$ cat src/rtl/sound_bus_ctrl.sv
// -----------------------------------------------------------------------------
// sound_bus_ctrl
//   Sound-subsystem bus controller for NUM_POKEY POKEY instances. It decodes
//   the POKEY chip selects, registers the POKEY read-back data and holds the
//   8-bit audio output latch. It also runs a debounced amplifier-shutdown FSM
//   with power-on pop suppression and a registered summing mixer.
//
// Ports
//   clk            system clock (only clock)
//   rst            synchronous active-low reset
//   clk_3MHz_en    3 MHz enable: qualifies latch writes and mixer updates
//   clk_6KHz_en    6 kHz enable: debounce tick for the shutdown FSM
//   mod_redbaron   selects the alternate POKEY base window
//   should_read    CPU write strobe (1 = write cycle)
//   addr_to_bram   CPU address
//   data_to_bram   CPU write data
//   pokey_dout     packed POKEY read data, POKEY i at [8i+7:8i]
//   pokey_audio    packed POKEY audio, POKEY i at [AUD_W*i +: AUD_W]
//   pokey_cs_n     active-low chip selects (combinational)
//   data_from_bram registered POKEY read data
//   latch_out      output latch contents
//   audiosel       latch_out[0]
//   amp_sd         debounced amplifier shutdown (1 = muted)
//   audio_mix      registered sum of all POKEY audio channels
// -----------------------------------------------------------------------------
module sound_bus_ctrl #(
    parameter int          NUM_POKEY      = 2,
    parameter int          AUD_W          = 4,
    parameter logic [15:0] POKEY_BASE     = 16'h1820,
    parameter logic [15:0] POKEY_BASE_ALT = 16'h1810,
    parameter logic [15:0] POKEY_STRIDE   = 16'h0010,
    parameter logic [15:0] LATCH_ADDR     = 16'h1840,
    parameter logic [15:0] LATCH_ADDR_ALT = 16'h1808,
    parameter int          MUTE_TICKS     = 8,
    localparam int         MIX_W          = AUD_W + ((NUM_POKEY > 1) ? $clog2(NUM_POKEY) : 1)
) (
    input  logic                       clk,
    input  logic                       rst,
    input  logic                       clk_3MHz_en,
    input  logic                       clk_6KHz_en,
    input  logic                       mod_redbaron,
    input  logic                       should_read,
    input  logic [15:0]                addr_to_bram,
    input  logic [7:0]                 data_to_bram,
    input  logic [8*NUM_POKEY-1:0]     pokey_dout,
    input  logic [AUD_W*NUM_POKEY-1:0] pokey_audio,
    output logic [NUM_POKEY-1:0]       pokey_cs_n,
    output logic [7:0]                 data_from_bram,
    output logic [7:0]                 latch_out,
    output logic                       audiosel,
    output logic                       amp_sd,
    output logic [MIX_W-1:0]           audio_mix
);

    localparam int CNT_W = (MUTE_TICKS > 1) ? $clog2(MUTE_TICKS) : 1;
    localparam logic [CNT_W-1:0] CNT_LAST = CNT_W'(MUTE_TICKS - 1);

    typedef enum logic [1:0] {
        ST_ACTIVE      = 2'd0,
        ST_PEND_MUTE   = 2'd1,
        ST_MUTED       = 2'd2,
        ST_PEND_UNMUTE = 2'd3
    } amp_state_e;

    logic [NUM_POKEY-1:0] in_win_s;
    logic                 win_hit_s;
    logic [7:0]           rd_data_s;
    logic [MIX_W-1:0]     mix_sum_s;
    logic                 latch_we_s;
    logic                 req_s;

    logic [7:0]       data_q,  data_d;
    logic [7:0]       latch_q, latch_d;
    logic [MIX_W-1:0] mix_q,   mix_d;
    logic             amp_sd_q, amp_sd_d;
    logic [CNT_W-1:0] cnt_q,   cnt_d;
    amp_state_e       state_q, state_d;

    // Window decode; 17-bit math so a window ending at 0xFFFF cannot wrap
    always_comb begin
        logic [16:0] base_s;
        logic [16:0] lo_s;
        in_win_s  = '0;
        win_hit_s = 1'b0;
        rd_data_s = 8'h00;
        if (mod_redbaron) begin
            base_s = {1'b0, POKEY_BASE_ALT};
        end else begin
            base_s = {1'b0, POKEY_BASE};
        end
        for (int i = 0; i < NUM_POKEY; i++) begin
            lo_s = base_s + ({1'b0, POKEY_STRIDE} * 17'(i));
            if (({1'b0, addr_to_bram} >= lo_s) &&
                ({1'b0, addr_to_bram} < (lo_s + {1'b0, POKEY_STRIDE}))) begin
                in_win_s[i] = 1'b1;
                win_hit_s   = 1'b1;
                rd_data_s   = pokey_dout[8*i +: 8];
            end else begin
                in_win_s[i] = 1'b0;
            end
        end
    end

    // Chip selects are forced inactive while reset is held
    always_comb begin
        if (!rst) begin
            pokey_cs_n = '1;
        end else begin
            pokey_cs_n = ~in_win_s;
        end
    end

    // Unsigned sum of all audio channels; MIX_W is wide enough for no overflow
    always_comb begin
        mix_sum_s = '0;
        for (int i = 0; i < NUM_POKEY; i++) begin
            mix_sum_s = mix_sum_s + MIX_W'(pokey_audio[AUD_W*i +: AUD_W]);
        end
    end

    // Read-back capture, latch write and mixer next-state
    always_comb begin
        latch_we_s = should_read && clk_3MHz_en &&
                     ((addr_to_bram == LATCH_ADDR) || (addr_to_bram == LATCH_ADDR_ALT));
        if (!should_read && win_hit_s) begin
            data_d = rd_data_s;
        end else begin
            data_d = data_q;
        end
        if (latch_we_s) begin
            latch_d = data_to_bram;
        end else begin
            latch_d = latch_q;
        end
        if (clk_3MHz_en) begin
            mix_d = amp_sd_q ? '0 : mix_sum_s;
        end else begin
            mix_d = mix_q;
        end
    end

    // Registered latch bit 5 is the request, so a same-cycle write is seen next cycle
    assign req_s = latch_q[5];

    // Shutdown FSM next-state: a request change must survive MUTE_TICKS ticks
    always_comb begin
        state_d  = state_q;
        cnt_d    = cnt_q;
        amp_sd_d = amp_sd_q;
        case (state_q)
            ST_ACTIVE: begin
                amp_sd_d = 1'b0;
                if (req_s) begin
                    state_d = ST_PEND_MUTE;
                    cnt_d   = '0;
                end else begin
                    state_d = ST_ACTIVE;
                end
            end
            ST_PEND_MUTE: begin
                if (!req_s) begin
                    state_d = ST_ACTIVE;
                end else if (clk_6KHz_en) begin
                    if (cnt_q == CNT_LAST) begin
                        state_d  = ST_MUTED;
                        amp_sd_d = 1'b1;
                        cnt_d    = '0;
                    end else begin
                        cnt_d = cnt_q + CNT_W'(1);
                    end
                end else begin
                    cnt_d = cnt_q;
                end
            end
            ST_MUTED: begin
                amp_sd_d = 1'b1;
                if (!req_s) begin
                    state_d = ST_PEND_UNMUTE;
                    cnt_d   = '0;
                end else begin
                    state_d = ST_MUTED;
                end
            end
            ST_PEND_UNMUTE: begin
                if (req_s) begin
                    state_d = ST_MUTED;
                end else if (clk_6KHz_en) begin
                    if (cnt_q == CNT_LAST) begin
                        state_d  = ST_ACTIVE;
                        amp_sd_d = 1'b0;
                        cnt_d    = '0;
                    end else begin
                        cnt_d = cnt_q + CNT_W'(1);
                    end
                end else begin
                    cnt_d = cnt_q;
                end
            end
            default: begin
                state_d  = ST_MUTED;
                amp_sd_d = 1'b1;
                cnt_d    = '0;
            end
        endcase
    end

    // State register; reset starts muted for power-on pop suppression
    always_ff @(posedge clk) begin
        if (!rst) begin
            data_q   <= 8'h00;
            latch_q  <= 8'h00;
            mix_q    <= '0;
            amp_sd_q <= 1'b1;
            cnt_q    <= '0;
            state_q  <= ST_MUTED;
        end else begin
            data_q   <= data_d;
            latch_q  <= latch_d;
            mix_q    <= mix_d;
            amp_sd_q <= amp_sd_d;
            cnt_q    <= cnt_d;
            state_q  <= state_d;
        end
    end

    assign data_from_bram = data_q;
    assign latch_out      = latch_q;
    assign audiosel       = latch_q[0];
    assign amp_sd         = amp_sd_q;
    assign audio_mix      = mix_q;

endmodule

$ cat config.mk
export PLATFORM = sky130hd
export DESIGN_NAME = sound_bus_ctrl
export DESIGN_NICKNAME = d
export VERILOG_FILES = /design/src/rtl/sound_bus_ctrl.sv
export SDC_FILE = /design/constraint.sdc
export NUM_CORES = 1
export LEC_CHECK = 0
export ABC_CLOCK_PERIOD_IN_PS = 2000
export BUFFER_PORTS_ARGS = -buffer_cell sky130_fd_sc_hd__buf_2
export CAP_MARGIN = 10
export CORE_UTILIZATION = 40
export CTS_BUF_LIST = sky130_fd_sc_hd__clkbuf_8
export CTS_CLUSTER_DIAMETER = 60
export DETAILED_ROUTE_END_ITERATION = 6
export HOLD_SLACK_MARGIN = 0.02
export PLACE_DENSITY = 0.75
export SETUP_SLACK_MARGIN = 0.5
export SYNTH_ARGS = -nofsm -noshare
export SYNTH_HDL_FRONTEND = slang
export SYNTH_SLANG_ARGS = --single-unit
$ cat constraint.sdc
create_clock -name clk -period 2 [get_ports clk]
set_input_delay 0.2 -clock clk [delete_from_list [all_inputs] [get_ports clk]]
set_output_delay 0.2 -clock clk [all_outputs]
set_load 0.02 [all_outputs]
==> run summary, run 1 <==
When the netlist entered floorplanning its net count stood at 252. A synthesized cell averages 9.49 um^2. Of the total power, combinational logic draws 42.9%. In the post-route analysis, the smallest setup slack over all paths is 0.202 ns.

Final critical-path required period: 1.80 ns. Setup violations remaining at the end of the flow were counted as 0. Row generation in the floorplan step produced 23 rows. At the pin with the least slew margin, the transition time is 0.442 ns. Counting instances in the post-synthesis netlist gives the leading cell types as sky130_fd_sc_hd__dfxtp_1, sky130_fd_sc_hd__a21oi_1, sky130_fd_sc_hd__nor2b_1. The utilization after layout came out at 63.5%. After legalization and detailed placement, the total HPWL measured 3060 um. The post-route antenna net violation count is 0.

For this run, the leading register cell type out of synthesis is sky130_fd_sc_hd__dfxtp_1. The layout has 324 filler cells. The tools report the initial antenna violation count as 0. Counting flops and latches in the post-synthesis netlist gives 27. Across the run, the number of max-cap violations was 0. The worst hold path was traced through 3 stages. The total clock buffers created by CTS is 3.

The maximum clock rate came out at 556 MHz. Number of failing hold endpoints at the final stage: 0. The run finished with clean final reports.

Startpoint type of the worst setup path: a register. Dividing the final minimum period by the clock period gives 89.9%. 0 antenna diodes ended up in the layout. The mapped netlist covers 1730 um^2.

On the final layout, the worst clock skew is 0.00905 ns. Counting cells, the worst reg-to-reg path comes to 7. In this run the critical register-to-register path is launched from state_q[0].

The library cell with the largest summed area after synthesis is sky130_fd_sc_hd__dfxtp_1. Summed over all failing endpoints, the final setup total negative slack is 0 ns. For this run, asynchronously set or reset flops after synthesis account for 0%. In this run the count of I/O pins placed on the die edge is 79. The post-layout total power was 0.00169 W. Before CTS, the worst setup slack after placement is 0.0201 ns. The largest net degree at the start of global routing came out at 30. TritonCTS built the clock tree. Setup repair after global routing could not meet its margin everywhere. The overall fraction of global-route tracks in use was 18.6%.

The source of the critical timing path was state_q[0]. The internal cell power is 0.00113 W. The number of global-route vias before repair is 1,495.

After synthesis, the netlist uses 49 different library cells. The area growth from synthesis to layout is 50.2%. The clock share of power came out at 19.2%.

The run gives 4580 um^2 as the area of the die. Summed over all layers, the global routing overflow is 0. Measured along the x axis, the die boundary spans 67.7 um.

Yosys printed 0 warnings. The worst pin sits at a relative slew slack of 70.5%. In this run the worst path has a maximum fanout of 5. Power spread over the standard cell area amounts to 652 nW/um^2. The kind of critical path is register to register.

Registers are responsible for 37.9% of the overall power. The placed instance area is 2280 um^2, and the data required time of the critical path is 2.21 ns. For this design the total switching power over the nets is 0.000566 W. The share of the synthesized area in the top cell type is 31.3%, and the net switching fraction of the power is 33.5%. For this run, the register share of the synthesized area comes to 31.3%.

For the remaining routing DRC violations, the log shows 0. The static leakage was 1.15 nW. Routability-driven placement finished with a final weighted congestion of 0.877.

The arrival time at the worst endpoint came out at 2.00 ns. The placeable core area is 4090 um^2, and the maximum buffer depth of the clock tree is 2. The min-delay analysis places its worst path in the category input pin to register.

The run gives 0.27 ns as the clock latency on the worst-skew pair. For the number of nets at the end of the flow, the log shows 350. After the first detailed-routing iteration, the DRC count stood at 63.

The startpoint identified for the worst hold timing path is data_to_bram[1]. The count of input and output buffers was 78; the reg-to-reg setup timing slack was 0.20 ns. Post-layout instance area: 2590 um^2.

For this configuration, the core starts out at a cell density of 42.3%. Clock root buffer: sky130_fd_sc_hd__clkbuf_8. sky130_fd_sc_hd__dfxtp_1 is the most common cell in the netlist. Synthesis produced a netlist whose cell count is 182. Counting flops with a built-in enable in the synthesized netlist gives 0. From bottom edge to top edge, the die measures 67.7 um.

The run gives 0 as the count of pins over their slew limit. The first global-routing pass estimated 6620 um of wire. The run gives 1,720 as the count of vias placed by the detailed router. The average vias per placed instance was 5.23; the worst supply voltage drop on vdd was 0.586 mV. After detailed routing, the average wire length per cell comes to 13.4 um. The endpoint type of the worst setup path is a register.

Of the cells placed in the final design, the portion with a size suffix greater than 1 is 53.0%. After synthesis, the cell types taking the most area are sky130_fd_sc_hd__dfxtp_1, sky130_fd_sc_hd__ha_1, sky130_fd_sc_hd__mux2i_1. For the count of H-tree levels built during CTS, the log shows 1. The clock net in this run drives a total of 27 sinks. The first TritonRoute pass finished after 5 iterations. The final layout contains routed wiring with a total length of 4400 um. Clock-pin slew was measured on the worst setup and hold paths at 0.10 ns.
[layer usage]
layer  vias to the layer above  global-route usage [%]  part of all wire, %
met3                         2                    3.72                  4.5
met4                         0                    2.66                 0.30
met1                       803                    25.1                   46
met5                         -                       0                    0
li1                        862                       -                    -
met2                        53                    30.8                   49
[critical path: stages (launching register included)]
cell and delay (ns):
sky130_fd_sc_hd__dfxtp_4 0.39, sky130_fd_sc_hd__ha_2 0.21, sky130_fd_sc_hd__inv_1 0.14, sky130_fd_sc_hd__a31o_2 0.21, sky130_fd_sc_hd__o21ai_4 0.08, sky130_fd_sc_hd__buf_6 0.12, sky130_fd_sc_hd__or4_1 0.46, sky130_fd_sc_hd__a21boi_1 0.12
[final timing paths]
| check | end |
|---|---|
| worst min-delay path | latch_out[1] |
| worst max register to register | cnt_q[0] |
| worst max-delay path | cnt_q[0] |
| worst min register to register | cnt_q[1] |
[power groups by stage]
| stage | Sequential, W | Clock, W | Combinational (W) |
|---|---|---|---|
| 2_1_floorplan | 0.000664 | 0 | 0.000366 |
| 3_3_place_gp | 0.000650 | 0 | 0.000525 |
| 3_5_place_dp | 0.000650 | 0 | 0.000533 |
| 4_1_cts | 0.000641 | 0.000330 | 0.000625 |
| 5_1_grt | 0.000647 | 0.000352 | 0.000797 |
| 6_report | 0.000641 | 0.000325 | 0.000726 |
[state kept, by name, summed over array words and instances, names as in the netlist, named ones only]
signal,count
amp_sd,1
audio_mix,5
cnt_q,3
data_from_bram,8
latch_out,8
state_q,1
[cell families after synthesis]
logic type                 synth area share (%)
AOI/OAI and AO/OA                          19.6
xor gates and xnor gates                   1.52
adders and majority gates                  12.0
buffers and inverters                      5.07
DFF                                        31.3
muxes                                      6.45
and+or+nand+nor                            24.0
[placed cells by master (no fill, tap or decap), types with 3 or more instances in the layout]
cell type                  count
sky130_fd_sc_hd__buf_2        74
sky130_fd_sc_hd__dfxtp_1      25
sky130_fd_sc_hd__buf_4        17
sky130_fd_sc_hd__a21oi_1      16
sky130_fd_sc_hd__nor2b_1      15
sky130_fd_sc_hd__mux2i_1      10
sky130_fd_sc_hd__ha_1          9
sky130_fd_sc_hd__buf_6         9
sky130_fd_sc_hd__inv_1         8
sky130_fd_sc_hd__o31ai_1       8
sky130_fd_sc_hd__nand2_1       7
sky130_fd_sc_hd__a22oi_1       5
sky130_fd_sc_hd__ha_4          4
sky130_fd_sc_hd__nor4_4        3
sky130_fd_sc_hd__nor2_1        3
sky130_fd_sc_hd__nor3_2        3
sky130_fd_sc_hd__a21o_1        3
sky130_fd_sc_hd__o22ai_1       3
sky130_fd_sc_hd__and2_1        3
sky130_fd_sc_hd__clkbuf_8      3
[what timing repair did]
| item | in CTS | in global routing |
|---|---|---|
| setup buffers | 7 | 7 |
| pin swaps | 18 | 10 |
| hold buffers | 0 | 0 |
| gates resized for setup | 17 | 20 |
| endpoints found under the setup margin | 22 | 24 |
[metrics by stage]
step | hold WS, ns | std cells
after detailed placement | 0.455 | 311
after CTS | 0.180 | 322
after floorplan | 0.369 | 182
final | 0.179 | 329
after global routing | 0.190 | 329
after global placement | 0.448 | 311
[area by class of cell]
class	instances	area (um^2)	share of cell area (%)
clock buffers	3	41.3	1.59
clock inverters	1	8.76	0.338
inverters	10	42.5	1.64
multi-input cells	137	1280	49.2
flip-flops and latches	27	548	21.1
well taps	50	62.6	2.41
repair buffers	101	614	23.7
No activity file was read; power rests on OpenSTA's default activity.
==> run 2: changes to the inputs <==
--- a/config.mk
+++ b/config.mk
@@ -12,8 +12,9 @@
 export CTS_BUF_LIST = sky130_fd_sc_hd__clkbuf_8
 export CTS_CLUSTER_DIAMETER = 60
 export DETAILED_ROUTE_END_ITERATION = 6
-export HOLD_SLACK_MARGIN = 0.02
+export GPL_TIMING_DRIVEN = 0
 export PLACE_DENSITY = 0.75
+export RECOVER_POWER = 100
 export SETUP_SLACK_MARGIN = 0.5
 export SYNTH_ARGS = -nofsm -noshare
 export SYNTH_HDL_FRONTEND = slang
==> run 2 against run 1 <==
- global-route usage grew 2.4 points
- combinational power is essentially flat
- clock power shrank 4%
- sequential share of layout area shrank 0.75 points
- highest routed layer unchanged
==> run summary, run 2 (same netlist as run 1, synthesis figures left out) <==
The run gives -0.228 ns (-0.249 ns) as the worst slack at placement. The signal on the critical path passes through buf_6 > or3_1 > buf_6 > nor4b_4 > buf_4 > a2bb2oi_4 > buf_4 > nor4_4 > buf_4 > o31ai_1 > a21oi_1. The number of max-cap violations was 0 (unchanged); the switching power summed over all nets was 0.000583 W (+3.1%). The path with the worst hold slack has its endpoint at latch_out[7]. The DRC violation total after the first TritonRoute iteration came out at 64 (+1.6%). The share of the clock period used by the worst path works out to 92.9% (+3.0 points).

The number of instances on the worst hold path was 3 (unchanged); the measured slew at the worst slew-check pin was 0.470 ns (+0.0281 ns). The run gives 0 (unchanged) as the number of failing hold endpoints at the final stage. Most frequent standard cell in the layout excluding fill and tap cells: sky130_fd_sc_hd__buf_2.

The top cell types in the final layout, fill and taps aside, are sky130_fd_sc_hd__buf_2, sky130_fd_sc_hd__clkbuf_1, sky130_fd_sc_hd__dfxtp_1. The fraction of layout instances using a drive strength above 1 is 44.1% (-9.0 points). The data required time of the critical path is 2.21 ns (about the same). TritonCTS built the clock tree.

Maximum fanout encountered on the critical timing path: 7 (+2). The net switching fraction of the power was 34.6% (+1.1 points). Among all stages on the critical path, the largest delay is contributed by sky130_fd_sc_hd__or3_1.

The run gives 0 (unchanged) as the final setup violation count. Counting stages on the worst path, the most repeated cell is sky130_fd_sc_hd__buf_4. The static leakage came out at 1.09 nW (-5.7%).

The tools report the worst slew slack as a fraction of its limit as 68.6% (-1.9 points). The post-CTS clock slew at the launch and capture registers of the worst setup and hold paths is 0.10 ns (about the same), and the placed wire-length estimate is 3180 um (+3.8%). Worst supply voltage drop on vdd: 0.310 mV (-47%). The utilization after layout came out at 65.4% (+1.9 points).

For the placeable core area, the log shows 4090 um^2 (unchanged). The arrival time at the worst endpoint was 2.07 ns (+0.07 ns); the overall fraction of global-route tracks in use was 21.0% (+2.4 points). The tools report the largest net degree at the start of global routing as 17 (-43%). For the total global routing overflow, the log shows 0 (unchanged).

The startpoint identified for the worst hold timing path is data_to_bram[7]. The tools report the first-pass GRT wire length as 7230 um (+9.2%). In this run the clock root is driven by a sky130_fd_sc_hd__clkbuf_8. The tools report the power share of the sequential group as 38.5% (+0.6 points).

The total power per unit cell area works out to 632 nW/um^2 (-3.2%). The worst-case clock skew was 0.0104 ns (+0.00135 ns); the reg-to-reg setup timing slack was 0.20 ns (about the same). Share of power burned in combinational logic: 43.0% (about the same).

The logs give 0.00110 W (-2.0%) for the internal cell power and 357 (+2.0%) for the number of nets at the end of the flow. The weighted congestion reported at the end of routability-driven placement came out at 0.798 (-9.1%). Class of the most critical hold timing path: input pin to register. The final critical-path required period was 1.86 ns (+0.0600 ns).

For the number of global-route vias before repair, the log shows 1,650 (+10%). For the number of buffers inserted by hold repair at cts, the log shows 0 (unchanged). The total of fill cells in the finished design came out at 331 (+2.2%). The number of sinks handled by clock tree synthesis was 27 (unchanged); the initial antenna violation count was 0 (unchanged). The final routed wirelength across all metal layers is 4660 um (+5.7%). The run finished with clean final reports. The die outline width came out at 67.7 um (unchanged).

The kind of critical path was input pin to register. The maximum clock rate was 538 MHz (-3.2%). In this run the critical register-to-register path is captured at state_q[0]. STA classifies the critical path startpoint as an input pin. The number of core rows was 23 (unchanged); the number of cell instances on the worst register-to-register path was 7 (unchanged). The count of pins over their slew limit is 0 (unchanged), and the count of input and output buffers is 77 (-1.3%). The tools report the number of search-and-repair iterations in the first detailed-routing pass as 4 (-1). The count of H-tree levels built during CTS came out at 1 (unchanged). Setup repair after global routing could not meet its margin everywhere. The tools report the total I/O pin count as 79 (unchanged). Total clock buffers created by CTS: 3 (unchanged). The maximum buffer depth of the clock tree came out at 2 (unchanged). The maximum single-stage delay on the critical path is 0.38 ns (-0.08 ns).

Compared with the post-synthesis result, the final layout area differs by 54.7%. The average vias per placed instance was 5.15 (-1.5%). The starting density of the core was 42.3% (unchanged); the worst setup slack after layout was 0.142 ns (-0.0600 ns). For the clock latency on the worst-skew pair, the log shows 0.27 ns (about the same).

For the remaining routing DRC violations, the log shows 0 (unchanged). The endpoint type of the worst setup path is a register. The post-route antenna net violation count is 0 (unchanged), and the die height is 67.7 um (unchanged).

The clock share of power is 18.5% (-0.7 points). The count of vias placed by the detailed router came out at 1,730 (+0.58%). The per-cell routed wire length was 13.9 um (+3.5%). The run gives 4580 um^2 (unchanged) as the area of the die. The number of antenna diodes is 0 (unchanged).
## run 2: cell count changes in the layout (fill, tap and decap cells not counted), moves of 3 or more
cell                       before  now
sky130_fd_sc_hd__buf_2         74   51
sky130_fd_sc_hd__and2_1         3    0
sky130_fd_sc_hd__and2_0         0    3
sky130_fd_sc_hd__clkbuf_1       0   27
## run 2: worst max-delay path by stage
stage	cells after the start	endpoint	from
3_5_place_dp	10	data_from_bram[4]	mod_redbaron
5_1_grt	11	data_from_bram[2]	addr_to_bram[13]
3_3_place_gp	9	data_from_bram[3]	mod_redbaron
2_1_floorplan	8	data_from_bram[6]	addr_to_bram[15]
4_1_cts	9	pokey_cs_n[1]	addr_to_bram[13]
6_report	11	data_from_bram[0]	addr_to_bram[13]
## run 2: area by class of cell
cell class / count / area [um^2] / area share, %
multi-input combinational: 137 / 1320 / 49.3
sequential: 27 / 544 / 20.4
tap: 50 / 62.6 / 2.34
inverter: 10 / 47.5 / 1.78
clock buffer: 3 / 41.3 / 1.55
timing repair buffer: 100 / 588 / 22.0
buffer: 8 / 63.8 / 2.39
clock inverter: 1 / 6.26 / 0.234
## run 2: worst max-delay path, delay by kind of cell
| family | cells | cell delay, ns |
|---|---|---|
| AOI/OAI and AO/OA | 3 | 0.30 |
| and+or+nand+nor | 3 | 0.82 |
| buffers and inverters | 5 | 0.77 |
## run 2: what timing repair did
action | CTS | global route
endpoints found under the hold margin | 0 | 0
resized for setup | 25 | 20
setup buffers | 16 | 7
setup endpoints to repair | 22 | 24
pin swaps | 16 | 10
## run 2: per-stage QoR
stage,power (W),TNS [ns],instance area [um^2],hold slack (ns),instances
after CTS,0.00159,0,2570,0.177,329
after global routing,0.00181,0,2670,0.170,336
after global placement,0.00117,-1.64,2270,0.449,309
final,0.00169,0,2670,0.179,336
after detailed placement,0.00118,-1.88,2270,0.456,309
after floorplan,0.00103,0,1820,0.369,182
## run 2: metal layers
metal | track usage [%] | vias to the layer above | wire, um
met5 | 0 | - | 0
met4 | 6.12 | 0 | 87
met3 | 3.89 | 8 | 220
li1 | - | 878 | -
met2 | 36.9 | 66 | 2350
met1 | 25.6 | 778 | 2000
## run 2: power groups by stage
stage | clock network, W | registers (W) | logic [W]
after floorplan | 0 | 0.000664 | 0.000366
after global placement | 0 | 0.000649 | 0.000516
after detailed placement | 0 | 0.000652 | 0.000532
after CTS | 0.000319 | 0.000642 | 0.000627
after global routing | 0.000353 | 0.000655 | 0.000797
final | 0.000313 | 0.000649 | 0.000725
==> run 3: changes to the inputs <==
==> constraint.sdc (replaced) <==
create_clock -name clk -period 2 [get_ports clk]
set_input_delay 0.2 -clock clk [delete_from_list [all_inputs] [get_ports clk]]
set_output_delay 0.2 -clock clk [all_outputs]
set_load 0.005 [all_outputs]
==> run 3 against run 2 <==
- global-route usage is 0.95 points lower
- largest power group is now sequential cells
- via count is 2.7% lower
- core utilization is 3.3 points lower
- critical path depth is 4 lower
- register-to-register slack worse by 0.09 ns
- critical endpoint is now cnt_q[1]
- non-clock buffer count is 11 lower
- wire length is 5.8% lower
- flip-flop and latch count stayed put
- sequential share of layout area is 1.3 points higher
==> run summary, run 3 (same netlist as run 1, synthesis figures left out) <==
The run gives 346 (-3.1%) as the number of nets at the end of the flow. The run gives 529 MHz (-1.7%) as the maximum clock rate. For the worst hold slack, the log shows 0.184 ns (+0.00523 ns). The tools report the data required time of the critical path as 2.21 ns (about the same). The worst setup path is of the register to register kind. The maximum fanout encountered on the critical timing path works out to 3 (-4). The root buffer cell chosen for the clock tree is sky130_fd_sc_hd__clkbuf_8. Final critical-path required period: 1.89 ns (+0.0330 ns). The average vias per placed instance works out to 5.18 (+0.58%).

The run finished with clean final reports. The tools report the worst setup slack after layout as 0.109 ns (-0.0330 ns). The post-CTS clock slew at the launch and capture registers of the worst setup and hold paths is 0.10 ns (about the same). The remaining routing DRC violations was 0 (unchanged); the worst slack at placement was -0.230 ns (-0.00141 ns). The initial antenna violation count is 0 (unchanged). The final setup violation count is 0 (unchanged).

The tools report the total clock buffers created by CTS as 3 (unchanged). In this run the most critical hold path is launched from data_to_bram[0]. The tools report the placed wire-length estimate as 3170 um (-0.41%). The measured slew at the worst slew-check pin came out at 0.658 ns (+0.188 ns). The tools report the reg-to-reg setup timing slack as 0.11 ns (-0.09 ns). The total power per unit cell area works out to 626 nW/um^2 (-0.83%). The die height was 67.7 um (unchanged); the number of instances on the worst hold path was 3 (unchanged). The number of cell instances on the worst register-to-register path works out to 7 (unchanged). Setup repair after global routing could not meet its margin everywhere.

The worst setup path is captured at a register. The count of input and output buffers works out to 77 (unchanged). The logs give 1 (unchanged) for the count of H-tree levels built during CTS and 56.1% (-13 points) for the worst slew slack as a fraction of its limit. The tools report the number of search-and-repair iterations in the first detailed-routing pass as 4 (unchanged). For the switching power summed over all nets, the log shows 0.000523 W (-10%).

The tools report the number of global-route vias before repair as 1,606 (-2.7%). The number of sinks handled by clock tree synthesis is 27 (unchanged). The number of failing hold endpoints at the final stage was 0 (unchanged).

The number of max-cap violations was 0 (unchanged). The final routed wirelength across all metal layers is 4380 um (-5.8%), and the DRC violation total after the first TritonRoute iteration is 39 (-39%). Overall fraction of global-route tracks in use: 20.0% (-0.95 points). The net switching fraction of the power works out to 32.9% (-1.7 points).

The post-synthesis to final-layout area growth was 47.0%; the starting density of the core was 42.3% (unchanged). The run gives 4580 um^2 (unchanged) as the area of the die. The worst hold path endpoint was latch_out[0].

The clock latency on the worst-skew pair is 0.27 ns (about the same), and the static leakage is 1.02 nW (-5.9%). Count of vias placed by the detailed router: 1,683 (-2.7%). The maximum buffer depth of the clock tree came out at 2 (unchanged). The logs give 62.1% (-3.3 points) for the utilization after layout and 40.5% (+2.0 points) for the power share of the sequential group. The logs give 0.00670 ns (-0.00370 ns) for the worst-case clock skew and 0 (unchanged) for the total global routing overflow.

Total I/O pin count: 79 (unchanged). The capturing point of the worst reg2reg path is cnt_q[1]. Fraction of layout instances using a drive strength above 1: 44.4% (+0.31 points). The startpoint type of the worst setup path is a register. The run gives 2.10 ns (+0.03 ns) as the arrival time at the worst endpoint.

The run gives 0 (unchanged) as the number of antenna diodes. Most frequent standard cell in the layout excluding fill and tap cells: sky130_fd_sc_hd__buf_2. The tools report the first-pass GRT wire length as 7000 um (-3.2%). The per-cell routed wire length was 13.5 um (-2.7%); the internal cell power was 0.00107 W (-3.4%).

For the weighted congestion reported at the end of routability-driven placement, the log shows 0.768 (-3.7%). The die outline width is 67.7 um (unchanged), and the largest net degree at the start of global routing is 16 (-1). In the layout the commonest cells are sky130_fd_sc_hd__buf_2, sky130_fd_sc_hd__dfxtp_1, sky130_fd_sc_hd__clkbuf_1. The logs give 0 (unchanged) for the count of pins over their slew limit and 0.00159 W (-5.8%) for the post-layout total power. The number of core rows was 23 (unchanged); the worst supply voltage drop on vdd was 0.382 mV (+23%).

The class of the most critical hold timing path is input pin to register. TritonCTS built the clock tree. Share of the clock period used by the worst path: 94.5% (+1.6 points). The logs give 40.1% (-2.9 points) for the share of power burned in combinational logic and 19.4% (+0.9 points) for the clock share of power. The placeable core area is 4090 um^2 (unchanged). The post-route antenna net violation count was 0 (unchanged).
-- run 3: final cells by class --
class	instances	area, um^2
Fill cell	357	1550
Timing Repair Buffer	89	473
Sequential cell	27	549
Tap cell	50	62.6
Clock buffer	3	41.3
Multi-Input combinational cell	137	1310
Buffer	8	51.3
Clock inverter	1	5.00
Inverter	10	42.5
-- run 3: what timing repair did --
action / 4_1_cts / 5_1_grt
resized for setup: 22 / 27
pin swaps: 15 / 6
setup buffers: 11 / 1
endpoints found under the setup margin: 23 / 24
hold buffers: 0 / 0
-- run 3: power groups by stage --
stage	sequential (W)	combinational (W)	clock, W
after floorplan	0.000646	0.000366	0
after global placement	0.000650	0.000499	0
after detailed placement	0.000650	0.000511	0
after CTS	0.000640	0.000617	0.000314
after global routing	0.000648	0.000705	0.000340
final	0.000644	0.000637	0.000308
-- run 3: stage by stage --
step                TNS (ns)  instance area (um^2)  std cells
floorplan                  0                  1820        182
global placement       -1.60                  2260        309
detailed placement     -1.86                  2260        309
CTS                        0                  2500        324
global route               0                  2540        325
finish                     0                  2540        325
-- run 3: worst max-delay path by stage --
stage	slack, ns	start	end	cells past startpoint
CTS	0.09	addr_to_bram[13]	pokey_cs_n[1]	8
detailed placement	-0.23	mod_redbaron	data_from_bram[5]	9
floorplan	0.11	addr_to_bram[15]	data_from_bram[6]	8
global route	0.006	register	cnt_q[1]	7
global placement	-0.20	mod_redbaron	data_from_bram[0]	9
finish	0.11	register	cnt_q[1]	7
-- run 3: worst max-delay path: stages, from the launching register on --
cell and delay [ns]:
sky130_fd_sc_hd__dfxtp_1 0.45, sky130_fd_sc_hd__inv_4 0.07, sky130_fd_sc_hd__ha_1 0.26, sky130_fd_sc_hd__a21oi_2 0.14, sky130_fd_sc_hd__a31o_2 0.18, sky130_fd_sc_hd__o21ai_4 0.07, sky130_fd_sc_hd__or4b_1 0.52, sky130_fd_sc_hd__a21boi_1 0.13
-- run 3: layer usage --
metal  vias up  share of wire [%]  GRT usage (%)
met5         -                  0              0
met3         4                5.1           4.56
met4         0               0.84           3.19
li1        851                  -              -
met1       778                 43           24.9
met2        50                 51           35.3
